`src/rtl/kbd_uart_rx.sv`:
```
// Keyboard/PC serial receiver: 8N1 frames into a single holding register
// with ready/overrun/frame-error status for a polled processor port.
module kbd_uart_rx #(
    parameter int BAUD_DIV = 104
) (
    input  logic       clk,
    input  logic       rstn,
    input  logic       rx,
    input  logic       rd,
    output logic [7:0] data,
    output logic       ready,
    output logic       overrun,
    output logic       frame_err
);

    localparam int CW = (BAUD_DIV > 2) ? $clog2(BAUD_DIV) : 1;
    localparam logic [CW-1:0] C_ZERO = CW'(0);
    localparam logic [CW-1:0] C_ONE  = CW'(1);
    localparam logic [CW-1:0] C_HALF = CW'(BAUD_DIV / 2);
    localparam logic [CW-1:0] C_LAST = CW'(BAUD_DIV - 1);

    typedef enum logic [1:0] {
        S_IDLE  = 2'd0,
        S_START = 2'd1,
        S_DATA  = 2'd2,
        S_STOP  = 2'd3
    } state_t;

    state_t          r_state;
    state_t          w_state_nxt;
    logic [CW-1:0]   r_cnt;
    logic [CW-1:0]   w_cnt_nxt;
    logic [2:0]      r_idx;
    logic [2:0]      w_idx_nxt;
    logic [7:0]      r_shift;
    logic [7:0]      w_shift_nxt;
    logic            r_sync1;
    logic            r_sync2;
    logic            r_rx_prev;
    logic [7:0]      r_data;
    logic            r_ready;
    logic            r_overrun;
    logic            r_frame_err;
    logic            w_fall;
    logic            w_commit;
    logic            w_stop_bad;

    // Edge detection works on the synchronized line and its one-cycle-old copy.
    assign w_fall = r_rx_prev & ~r_sync2;

    // Two-flop synchronizer plus edge-detect history; line idles high.
    always_ff @(posedge clk) begin
        if (!rstn) begin
            r_sync1   <= 1'b1;
            r_sync2   <= 1'b1;
            r_rx_prev <= 1'b1;
        end else begin
            r_sync1   <= rx;
            r_sync2   <= r_sync1;
            r_rx_prev <= r_sync2;
        end
    end

    // Frame state, bit timing counter, bit index and shift register.
    always_ff @(posedge clk) begin
        if (!rstn) begin
            r_state <= S_IDLE;
            r_cnt   <= C_ZERO;
            r_idx   <= 3'd0;
            r_shift <= 8'h00;
        end else begin
            r_state <= w_state_nxt;
            r_cnt   <= w_cnt_nxt;
            r_idx   <= w_idx_nxt;
            r_shift <= w_shift_nxt;
        end
    end

    // Next-state logic; the counter is always cleared before it could pass C_LAST.
    always_comb begin
        w_state_nxt = r_state;
        w_cnt_nxt   = r_cnt;
        w_idx_nxt   = r_idx;
        w_shift_nxt = r_shift;
        w_commit    = 1'b0;
        w_stop_bad  = 1'b0;
        case (r_state)
            S_IDLE: begin
                w_cnt_nxt = C_ZERO;
                if (w_fall) begin
                    w_state_nxt = S_START;
                end else begin
                    w_state_nxt = S_IDLE;
                end
            end
            S_START: begin
                if (r_cnt == C_HALF) begin
                    w_cnt_nxt = C_ZERO;
                    w_idx_nxt = 3'd0;
                    if (!r_sync2) begin
                        w_state_nxt = S_DATA;
                    end else begin
                        w_state_nxt = S_IDLE;
                    end
                end else begin
                    w_cnt_nxt = r_cnt + C_ONE;
                end
            end
            S_DATA: begin
                if (r_cnt == C_LAST) begin
                    w_cnt_nxt   = C_ZERO;
                    w_shift_nxt = {r_sync2, r_shift[7:1]};
                    w_idx_nxt   = r_idx + 3'd1;
                    if (r_idx == 3'd7) begin
                        w_state_nxt = S_STOP;
                    end else begin
                        w_state_nxt = S_DATA;
                    end
                end else begin
                    w_cnt_nxt = r_cnt + C_ONE;
                end
            end
            S_STOP: begin
                if (r_cnt == C_LAST) begin
                    w_cnt_nxt   = C_ZERO;
                    w_state_nxt = S_IDLE;
                    if (r_sync2) begin
                        w_commit = 1'b1;
                    end else begin
                        w_stop_bad = 1'b1;
                    end
                end else begin
                    w_cnt_nxt = r_cnt + C_ONE;
                end
            end
            default: begin
                w_state_nxt = S_IDLE;
                w_cnt_nxt   = C_ZERO;
            end
        endcase
    end

    // Holding register and status; a commit takes priority over a read strobe.
    always_ff @(posedge clk) begin
        if (!rstn) begin
            r_data      <= 8'h00;
            r_ready     <= 1'b0;
            r_overrun   <= 1'b0;
            r_frame_err <= 1'b0;
        end else if (w_commit) begin
            r_data      <= r_shift;
            r_ready     <= 1'b1;
            r_overrun   <= r_ready & ~rd;
            r_frame_err <= 1'b0;
        end else begin
            if (w_stop_bad) begin
                r_frame_err <= 1'b1;
            end
            if (rd) begin
                r_ready   <= 1'b0;
                r_overrun <= 1'b0;
            end
        end
    end

    assign data      = r_data;
    assign ready     = r_ready;
    assign overrun   = r_overrun;
    assign frame_err = r_frame_err;

endmodule

```
`config.mk`:
```
export PLATFORM = sky130hd
export DESIGN_NAME = kbd_uart_rx
export DESIGN_NICKNAME = d
export VERILOG_FILES = /design/src/rtl/kbd_uart_rx.sv
export SDC_FILE = /design/constraint.sdc
export NUM_CORES = 1
export LEC_CHECK = 0
export BUFFER_PORTS_ARGS = -buffer_cell sky130_fd_sc_hd__buf_2
export CAP_MARGIN = 20
export CORE_MARGIN = 5
export CORE_UTILIZATION = 45
export DETAILED_ROUTE_END_ITERATION = 6
export PLACE_DENSITY = 0.6
export SLEW_MARGIN = 20
export SYNTH_ARGS = -nofsm -noshare
export SYNTH_HDL_FRONTEND = slang
export SYNTH_SLANG_ARGS = --single-unit
```
`constraint.sdc`:
```
create_clock -name clk -period 3.1 [get_ports clk]
set_input_delay 0.465 -clock clk [delete_from_list [all_inputs] [get_ports clk]]
set_output_delay 0.465 -clock clk [all_outputs]
set_load 0.02 [all_outputs]
```
# Yosys cells after proc, flatten, opt, wreduce, memory -nomap -nowiden
# Cells that the tools add are included.
# Widths: inputs -> output; s select.
dict set report word_totals {
  reg_bits 34
}
dict set report op_classes {
  add_sub_neg 2
  eq_ne 9
  n_mux 22
  bitwise_logic 5
  n_reduce_logical 8
}
# op n
set op_table {}
lappend op_table {{$pmux 7 s3} 1}
lappend op_table {{$mux 7} 2}
lappend op_table {{$mux 1} 11}
lappend op_table {{$mux 2} 4}
lappend op_table {{$pmux 2 s4} 1}
lappend op_table {{$add 7x1->7 const B} 1}
lappend op_table {{$eq 7x6->1 const B} 1}
lappend op_table {{$eq 7x7->1 const B} 1}
lappend op_table {{$mux 3} 2}
lappend op_table {{$ne 2x2->1 const B} 3}
lappend op_table {{$pmux 3 s2} 1}
lappend op_table {{$reduce_and 3->1} 2}
lappend op_table {{$eq 2x2->1 const B} 2}
lappend op_table {{$reduce_bool 2->1} 2}
lappend op_table {{$reduce_or 2->1} 2}
lappend op_table {{$add 3x1->3 const B} 1}
lappend op_table {{$eq 3x3->1 const B} 1}
lappend op_table {{$not 1->1} 3}
lappend op_table {{$and 1x1->1} 2}
lappend op_table {{$eq 2x1->1 const B} 1}
lappend op_table {{$logic_not 2->1} 1}
lappend op_table {{$reduce_and 2->1} 1}

# Logic depth before layout (Yosys ltp)
# Gate-level depths: netlist of run 1.
dict set report depth {
  ltp_word 4
  mapped_depth 6
  mapped_depth_nobuf 6
}

# Worst setup path after synthesis of run 1
# Ideal clock, no wire load.
dict set report synth_path {
  kind {register to register}
  from {register r_cnt[0]}
  to {register r_cnt[3]}
  arrival_ns 1.360
  required_time_ns 3.035
  path_slack_ns 1.675
  stages_incl_launch_ff 7
  path_cell_list {dfxtp_1 inv_1 ha_1 and4b_1 a2111oi_4 a31oi_4 nor2_1}
}
dict set report synth_via {
  elab_chain_cells 3
}
# element line
set synth_rtl {}
lappend synth_rtl {{start: declaration} 31} ;# logic [CW-1:0] r_cnt;
lappend synth_rtl {{start signal: assignment} 73} ;# r_cnt <= w_cnt_nxt;
lappend synth_rtl {{$add 7x1->7 (tied with other cells)} {106, 120, 133}}
lappend synth_rtl {{$mux 7 (on tied branches)} {110, 124, 97}}
lappend synth_rtl {{$pmux 7 s3 (*)} 87} ;# case (r_state)
# Mark *: on every way between the ends. The rest lies on a longest branch, timed or not.
# A chain may end at the register's enable or synchronous reset.

==> impl_metrics.tcl, run 1 <==
set metrics [dict create \
    top_layer "met4" \
    htreeDepth 2 \
    worstSetupStartpointType "flop" \
    route.met2.wl_mm 1.36 \
    rows 21 \
    fill_cells 331 \
    syn-cell-area_um2 1500 \
    cts_resized 0 \
    grt_overflow 0 \
    gp_congestion 0.768 \
    dieHeight_um 67.8 \
    p_per_area_nw_per_um2 435 \
    synth-xor-area-share_pct 2.92 \
    slew_headroom_pct 63.4 \
    final_util_pct 50.1 \
    io_buffers 14 \
    initial_core_util_pct 45.7 \
    synth_ff_type "dfxtp_1" \
    grt_max_degree 32 \
    drive_gt1_share_pct 23.5 \
    first_iter_violations 35 \
    grt_pass1_vias 1081 \
    hp-start "rd" \
    synth_cells 151 \
    post_cts_buffers 0 \
    period_minus_slack_ns 1.82 \
    dp_hpwl_mm 1.99 \
    worstReg2RegEnd "r_idx[2]" \
    tightestPinTransition_ns 0.549 \
    clock_sinks 34 \
    crit_type "flop to flop" \
    r2r_setup_slack_ns 1.28 \
    critPathMaxStageDelay_ns 0.66 \
    via_per_inst 5.09 \
    synth_area_per_cell_um2 9.94 \
    grt_pass1_wl_mm 4.86 \
    yosysWarningCount 0 \
    yosysSeqAreaShare_pct 45.3 \
    synth_compound_area_share_pct 16.4 \
    synth_nets 159 \
    ys_seq_elements 34 \
    met3RoutedLength_um 85 \
    cp.arrival_ns 2.04 \
    finalWorstSetupSlack_ns 1.28 \
    clk_latency_ns 0.33 \
    min_path_type "input pin to flop" \
    drv_slew 0 \
    synth_top_family_by_area "simple AND/OR/NAND/NOR gates" \
    critical-path-top-delay-family "simple AND/OR/NAND/NOR gates" \
    clockBufferDepth 2 \
    path_max_fanout 13 \
    fin_setup_tns_ns 0 \
    clk_pin_slew_ns 0.10 \
    leakage_nw 0.684 \
    cts_made_buffers 5 \
    synth_fa_ha_area_share_pct 3.33 \
    required_ns 3.32 \
    status "complete, no violations" \
    endpoint "r_idx[2]" \
    crit_cells 4 \
    skew_ns 0.0109 \
    areaGrowthSynthToFinish_pct 9.67 \
    die_w_um 67.8 \
    synth.area.mux_share_pct 6.67 \
    rr_worst_depth 4 \
    io_pins 15 \
    fmax_mhz 550 \
    wl_met1_mm 1.23 \
    dp.cells 204 \
    synth-simple-area-share_pct 21.3 \
    rsz0062_at_grt "no" \
    post_drt_wl_per_cell_um 12.9 \
    ant_nets 0 \
    grt.total_usage_pct 14.3 \
    fin_cells 212 \
    tritoncts "built" \
    critical_path.slowest_cell "dfxtp_1" \
    finalSetupViolCount 0 \
    core_um2 3280 \
    nets 173 \
    synth_edf_count 0 \
    crit_chain "nor2b_1 -> nand3_2 -> a31oi_1 -> a211oi_1" \
    cp-end-kind "flop" \
    antenna_found_initial 0 \
    cp_num_buf_inv 0 \
    antennaDiodeCount 0 \
    clock-root-buffer "clkbuf_4" \
    async_reset_ff_share_pct 0 \
    yosysUniqueCellTypes 35 \
    pre_cts_ws_ns 1.17 \
    vias 1080 \
    report.power.total_mw 0.716 \
    dr.pass1.iters 4 \
    hold_viol 0 \
    routed_wl_mm 2.73 \
    period_share_pct 58.7 \
    cap_violations 0 \
    vdd_drop_max_mv 0.277 \
    die_area_um2 4590 \
    post-route-drc-count 0 \
    cts-hold-fix-buffers 0 \
]
[synthesized netlist by cell type (3+ instances only)]
library cell	number	share of area (%)
nor2_1	18	4.5
xnor2_1	3	1.8
nor3_1	3	1.0
a31oi_1	4	1.7
dfxtp_1	34	45
ha_1	4	3.3
o21ai_2	8	4.7
nand2_1	13	3.3
inv_1	5	1.3
clkbuf_1	3	0.75
nand3_1	12	4.0
nand2b_1	4	1.7
a21oi_1	3	1.0
mux2i_1	10	6.7
[worst min path at each step]
stage                    to  slack, ns  depth (start not counted)
floorplan           r_sync2       0.39                          1
global placement    r_sync2       0.39                          1
detailed placement  r_sync2       0.40                          1
CTS                 overrun       0.30                          2
global route        overrun       0.28                          2
finish              overrun       0.30                          2
[cell usage in the layout (no fill, tap or decap), types with 2 or more instances in the layout]
master	count
a21oi_1	3
mux2i_1	10
buf_2	14
ha_1	4
clkbuf_4	5
nor3_1	3
nand3_2	2
nand2b_1	4
nor2_1	18
xnor2_1	3
xor2_1	2
o21ai_2	8
a211oi_1	2
and2_1	2
nand3_1	12
nand2_1	13
dfxtp_1	34
inv_1	5
o211a_1	2
a31oi_1	4
[report_power, final]
part           internal (mW)  leakage [nW]  switching (mW)  total, mW
combinational        0.00635         0.374          0.0133     0.0196
clock                  0.110        0.0353           0.144      0.254
sequential             0.439         0.275         0.00293      0.442
total                  0.555         0.684           0.160      0.716
[through the flow]
stage	area, µm²	hold slack (ns)
2_1_floorplan	1500	0.386
3_3_place_gp	1590	0.393
3_5_place_dp	1590	0.396
4_1_cts	1650	0.297
5_1_grt	1650	0.285
6_report	1650	0.302
[cell type report]
type                    count  area, µm²  area share [%]
flip-flops and latches     34        681            41.3
well taps                  46       57.6            3.50
inverters                   5       18.8            1.14
repair buffers             14       70.1            4.26
multi-input cells         105        759            46.1
clock inverters             1       5.00           0.304
clock buffers               7       55.1            3.34
[routing by layer]
layer	vias to the layer above	global-route usage (%)
li1	558	-
met5	-	0
met4	0	6.84
met1	503	16.3
met2	14	23.8
met3	5	4.66
[registers in the layout, indices dropped and copies added, names as in the netlist, 3 cells and up, named ones only]
signal and count:
data 8, r_cnt 7, r_idx 3, r_shift 8
[worst register-to-register path, stage by stage (launching register included)]
cell and delay, ns:
dfxtp_1 0.66, nor2b_1 0.39, nand3_2 0.33, a31oi_1 0.26, a211oi_1 0.07
[logic make-up (layout without fill, tap and decap cells)]
logic type | after synthesis | after routing
AND/OR/NAND/NOR | 60 | 60
flip-flops | 34 | 34
AO/OA/AOI/OAI | 26 | 26
buffers and inverters | 12 | 27
multiplexers | 10 | 10
XOR/XNOR | 5 | 5
adder cells (fa/ha/maj) | 4 | 4
Note: power is estimated with default switching activity, not from simulation.
==> run 2: changes to the inputs <==
==> constraint.sdc (replaced) <==
create_clock -name clk -period 1.7 [get_ports clk]
set_input_delay 0.255 -clock clk [delete_from_list [all_inputs] [get_ports clk]]
set_output_delay 0.255 -clock clk [all_outputs]
set_load 0.02 [all_outputs]
==> run 2 against run 1 <==
Compared with the run above: setup slack got worse by 1.1 ns; final cell count increased by 4.2%; clock power increased to 3.0 times the previous value; clock-buffer cell count decreased by 1; maximum frequency increased by 18%; power increased by 130%; non-clock buffer count increased by 9; sequential power increased by 82%; critical path depth increased by 1; critical path type unchanged; critical endpoint is now r_cnt[3].
==> impl_metrics.tcl, run 2 (same netlist as run 1, synthesis figures left out) <==
set metrics [dict create \
    grt_overflow 0 \
    final_util_pct 54.1 \
    htreeDepth 2 \
    period_minus_slack_ns 1.54 \
    core_um2 3280 \
    ant_nets 0 \
    status "complete, no violations" \
    grt.total_usage_pct 13.8 \
    vias 1107 \
    io_pins 15 \
    cp-end-kind "flop" \
    rsz0062_at_grt "no" \
    grt_pass1_wl_mm 4.81 \
    final_common_cell "dfxtp_1" \
    crit_type "flop to flop" \
    post_cts_buffers 0 \
    grt_pass1_vias 1088 \
    drv_slew 0 \
    antennaDiodeCount 0 \
    cts-hold-fix-buffers 0 \
    cts_made_buffers 5 \
    mostFrequentLayoutCells "dfxtp_1, nor2_1, buf_2" \
    slew_headroom_pct 73.6 \
    cp.arrival_ns 1.77 \
    cap_violations 0 \
    rows 21 \
    fmax_mhz 648 \
    gp_congestion 0.745 \
    finalSetupViolCount 0 \
    drive_gt1_share_pct 28.0 \
    dr.pass1.iters 4 \
    die_area_um2 4590 \
    io_buffers 14 \
    skew_ns 0.00740 \
    period_share_pct 90.8 \
    dp_hpwl_mm 1.98 \
    die_w_um 67.8 \
    vdd_drop_max_mv 0.494 \
    areaGrowthSynthToFinish_pct 18.4 \
    dieHeight_um 67.8 \
    leakage_nw 0.757 \
    clock_sinks 34 \
    cts_resized 0 \
    fill_cells 307 \
    min_path_type "input pin to flop" \
    worstSetupStartpointType "flop" \
    antenna_found_initial 0 \
    required_ns 1.92 \
    initial_core_util_pct 45.7 \
    tritoncts "built" \
    tightestPinTransition_ns 0.390 \
    grt_max_degree 20 \
    path_max_fanout 5 \
    post_drt_wl_per_cell_um 12.6 \
    first_iter_violations 37 \
    clk_latency_ns 0.32 \
    clk_pin_slew_ns 0.11 \
    hold_viol 0 \
    routed_wl_mm 2.78 \
    fin_setup_tns_ns 0 \
    post-route-drc-count 0 \
    p_per_area_nw_per_um2 912 \
    clock-root-buffer "clkbuf_4" \
    via_per_inst 5.01 \
    clockBufferDepth 2 \
    nets 182 \
]
-- run 2: changes by cell type in the layout (fill, tap and decap cells not counted) --
cell | previous run | this run
buf_12 | 0 | 1
buf_4 | 0 | 8
bufinv_16 | 0 | 2
clkbuf_1 | 1 | 0
clkinv_2 | 1 | 0
-- run 2: path summary, 6_finish.rpt --
check                           startpoint        to  slack [ns]  depth (start not counted)
worst max-delay path              r_cnt[0]  r_cnt[3]        0.16                          5
worst min register to register     r_sync1   r_sync2        0.41                          1
worst min-delay path                    rd   overrun        0.09                          2
worst max register to register    r_cnt[0]  r_cnt[3]        0.16                          5
-- run 2: per-layer routing --
layer	part of all wire, %	vias up	GRT usage, %	wire, µm
li1	-	573	-	-
met1	48	522	17.0	1340
met2	48	10	22.7	1340
met3	2.7	2	4.16	75
met4	0.76	0	4.81	21
met5	0	-	0	0
-- run 2: per-stage QoR --
stage	cells	setup WS, ns	total power, mW	cell area [µm²]	hold slack, ns
5_1_grt	221	0.0486	1.68	1780	0.0747
2_1_floorplan	151	0.275	0.851	1500	0.334
6_report	221	0.156	1.62	1780	0.0900
4_1_cts	220	0.0753	1.63	1760	0.0784
3_5_place_dp	212	0.0959	0.866	1650	0.400
3_3_place_gp	212	0.138	0.865	1650	0.391
-- run 2: critical path: stages, from the launching register on --
cell	delay [ns]
dfxtp_1	0.39
ha_1	0.18
and2_1	0.27
nand2_1	0.23
a31oi_4	0.30
nor2_1	0.08
-- run 2: where the power goes --
group / internal (mW) / total (mW) / leakage [nW] / switching (mW)
clock network: 0.498 / 0.774 / 0.0585 / 0.275
registers: 0.801 / 0.806 / 0.275 / 0.00527
logic: 0.0147 / 0.0407 / 0.424 / 0.0260
-- run 2: cell type report --
cell class | count | area [µm²] | share of cell area, %
Timing Repair Buffer | 23 | 150 | 8.44
Multi-Input combinational cell | 105 | 759 | 42.7
Sequential cell | 34 | 681 | 38.3
Clock buffer | 6 | 51.3 | 2.89
Tap cell | 46 | 57.6 | 3.24
Clock inverter | 2 | 60.1 | 3.38
Inverter | 5 | 18.8 | 1.06
==> run 3: changes to the inputs <==
--- a/config.mk
+++ b/config.mk
@@ -8,9 +8,9 @@
 export BUFFER_PORTS_ARGS = -buffer_cell sky130_fd_sc_hd__buf_2
 export CAP_MARGIN = 20
 export CORE_MARGIN = 5
-export CORE_UTILIZATION = 45
+export CORE_UTILIZATION = 50
 export DETAILED_ROUTE_END_ITERATION = 6
-export PLACE_DENSITY = 0.6
+export PLACE_DENSITY = 0.66
 export SLEW_MARGIN = 20
 export SYNTH_ARGS = -nofsm -noshare
 export SYNTH_HDL_FRONTEND = slang
==> run 3 against run 2 <==
Compared with the run above: sequential share of layout area up 1.5 points; die area decreased by 8.5%; worst hold slack better by 0.0035 ns; setup slack worse by 0.030 ns; global-route usage grew 0.53 points; power is 19% lower; clock-buffer cell count is 1 higher; combinational power is essentially flat; maximum frequency fell by 1.9%; design area shrank 3.8%; flip-flop and latch count is the same; critical endpoint is now r_idx[1].
==> impl_metrics.tcl, run 3 (same netlist as run 1, synthesis figures left out) <==
set metrics [dict create \
    status "complete, no violations" \
    path_max_fanout 11 \
    mostFrequentLayoutCells "dfxtp_1, nor2_1, buf_2" \
    p_per_area_nw_per_um2 765 \
    initial_core_util_pct 53.1 \
    hp-start "rd" \
    cp-end-kind "flop" \
    skew_ns 0.0104 \
    htreeDepth 2 \
    dieHeight_um 64.8 \
    via_per_inst 5.34 \
    period_share_pct 92.6 \
    drv_slew 0 \
    clockBufferDepth 2 \
    hold_path_end "overrun" \
    vias 1100 \
    clock_sinks 34 \
    min_path_type "input pin to flop" \
    finalWorstSetupSlack_ns 0.126 \
    finalSetupViolCount 0 \
    die_area_um2 4200 \
    fin_cells 206 \
    rows 19 \
    hold_depth 2 \
    io_buffers 14 \
    dr.pass1.iters 4 \
    core_um2 2830 \
    antennaDiodeCount 0 \
    period_minus_slack_ns 1.57 \
    die_w_um 64.8 \
    grt_max_degree 20 \
    fmax_mhz 635 \
    antenna_found_initial 0 \
    tightestPinTransition_ns 0.377 \
    gp_congestion 0.860 \
    r2r_setup_slack_ns 0.13 \
    leakage_nw 0.733 \
    slew_headroom_pct 74.5 \
    clk_pin_slew_ns 0.10 \
    final_util_pct 60.5 \
    post_drt_wl_per_cell_um 13.1 \
    hold_viol 0 \
    io_pins 15 \
    clock-root-buffer "clkbuf_4" \
    grt_pass1_vias 1038 \
    required_ns 1.93 \
    pre_cts_ws_ns 0.106 \
    fill_cells 252 \
    rsz0062_at_grt "no" \
    dp.cells 194 \
    first_iter_violations 25 \
    worstReg2RegEnd "r_idx[1]" \
    routed_wl_mm 2.71 \
    fin_hold_ws_ns 0.0935 \
    post-route-drc-count 0 \
    crit_type "flop to flop" \
    final_common_cell "dfxtp_1" \
    ant_nets 0 \
    nets 182 \
    cts_made_buffers 5 \
    worstSetupStartpointType "flop" \
    areaGrowthSynthToFinish_pct 13.9 \
    grt_overflow 0 \
    cts-hold-fix-buffers 0 \
    vdd_drop_max_mv 0.452 \
    grt.total_usage_pct 14.4 \
    tritoncts "built" \
    grt_pass1_wl_mm 4.62 \
    clk_latency_ns 0.33 \
    dp_hpwl_mm 1.98 \
    drive_gt1_share_pct 28.0 \
    fin_setup_tns_ns 0 \
    rr_worst_depth 5 \
    cap_violations 0 \
    cp.arrival_ns 1.80 \
    reg2reg_from "r_cnt[0]" \
]
-- run 3: cell types whose count changed in the layout (fill, tap and decap cells not counted) --
cell,delta
nor2b_2,+1
bufinv_16,-2
nor2b_1,-1
clkinv_2,+1
clkbuf_1,+1
-- run 3: power breakdown --
part	internal [mW]	total [mW]	switching (mW)
combinational	0.0148	0.0407	0.0259
clock	0.200	0.461	0.261
sequential	0.801	0.806	0.00546
-- run 3: repair_timing --
action,4_1_cts,5_1_grt
endpoints found under the setup margin,0,11
buffers inserted,0,4
gates resized for setup,0,1
-- run 3: final cells by class --
class                      instances  area, µm²  area share [%]
clock buffer                       7       55.1            3.22
clock inverter                     1       5.00           0.293
inverter                           5       18.8            1.10
multi-input combinational        105        762            44.6
sequential                        34        681            39.8
tap                               31       38.8            2.27
timing repair buffer              23        150            8.78
-- run 3: how the worst max path moves through the flow --
stage,end,from
after detailed placement,overrun,r_cnt[0]
after floorplan,r_cnt[3],r_cnt[0]
after CTS,overrun,r_cnt[0]
final,r_idx[1],r_cnt[0]
after global routing,r_idx[2],r_cnt[0]
after global placement,overrun,r_cnt[0]
-- run 3: metrics by stage --
step	power, mW	cell area, µm²
2_1_floorplan	0.851	1500
3_3_place_gp	0.864	1610
3_5_place_dp	0.865	1610
4_1_cts	1.33	1670
5_1_grt	1.37	1710
6_report	1.31	1710
-- run 3: critical path, cell delays in order (launching register included) --
cell	delay (ns)
dfxtp_1	0.38
ha_1	0.17
and2_1	0.27
nand3_2	0.32
a31oi_1	0.26
a211oi_1	0.07
-- run 3: per-layer routing --
layer  up-vias  wire, µm  GRT usage [%]  share of wire [%]
met4         0        64           7.12                2.4
li1        574         -              -                  -
met2        14      1180           22.1                 44
met1       504      1380           18.0                 51
met3         8        85           4.66                3.1
met5         -         0              0                  0
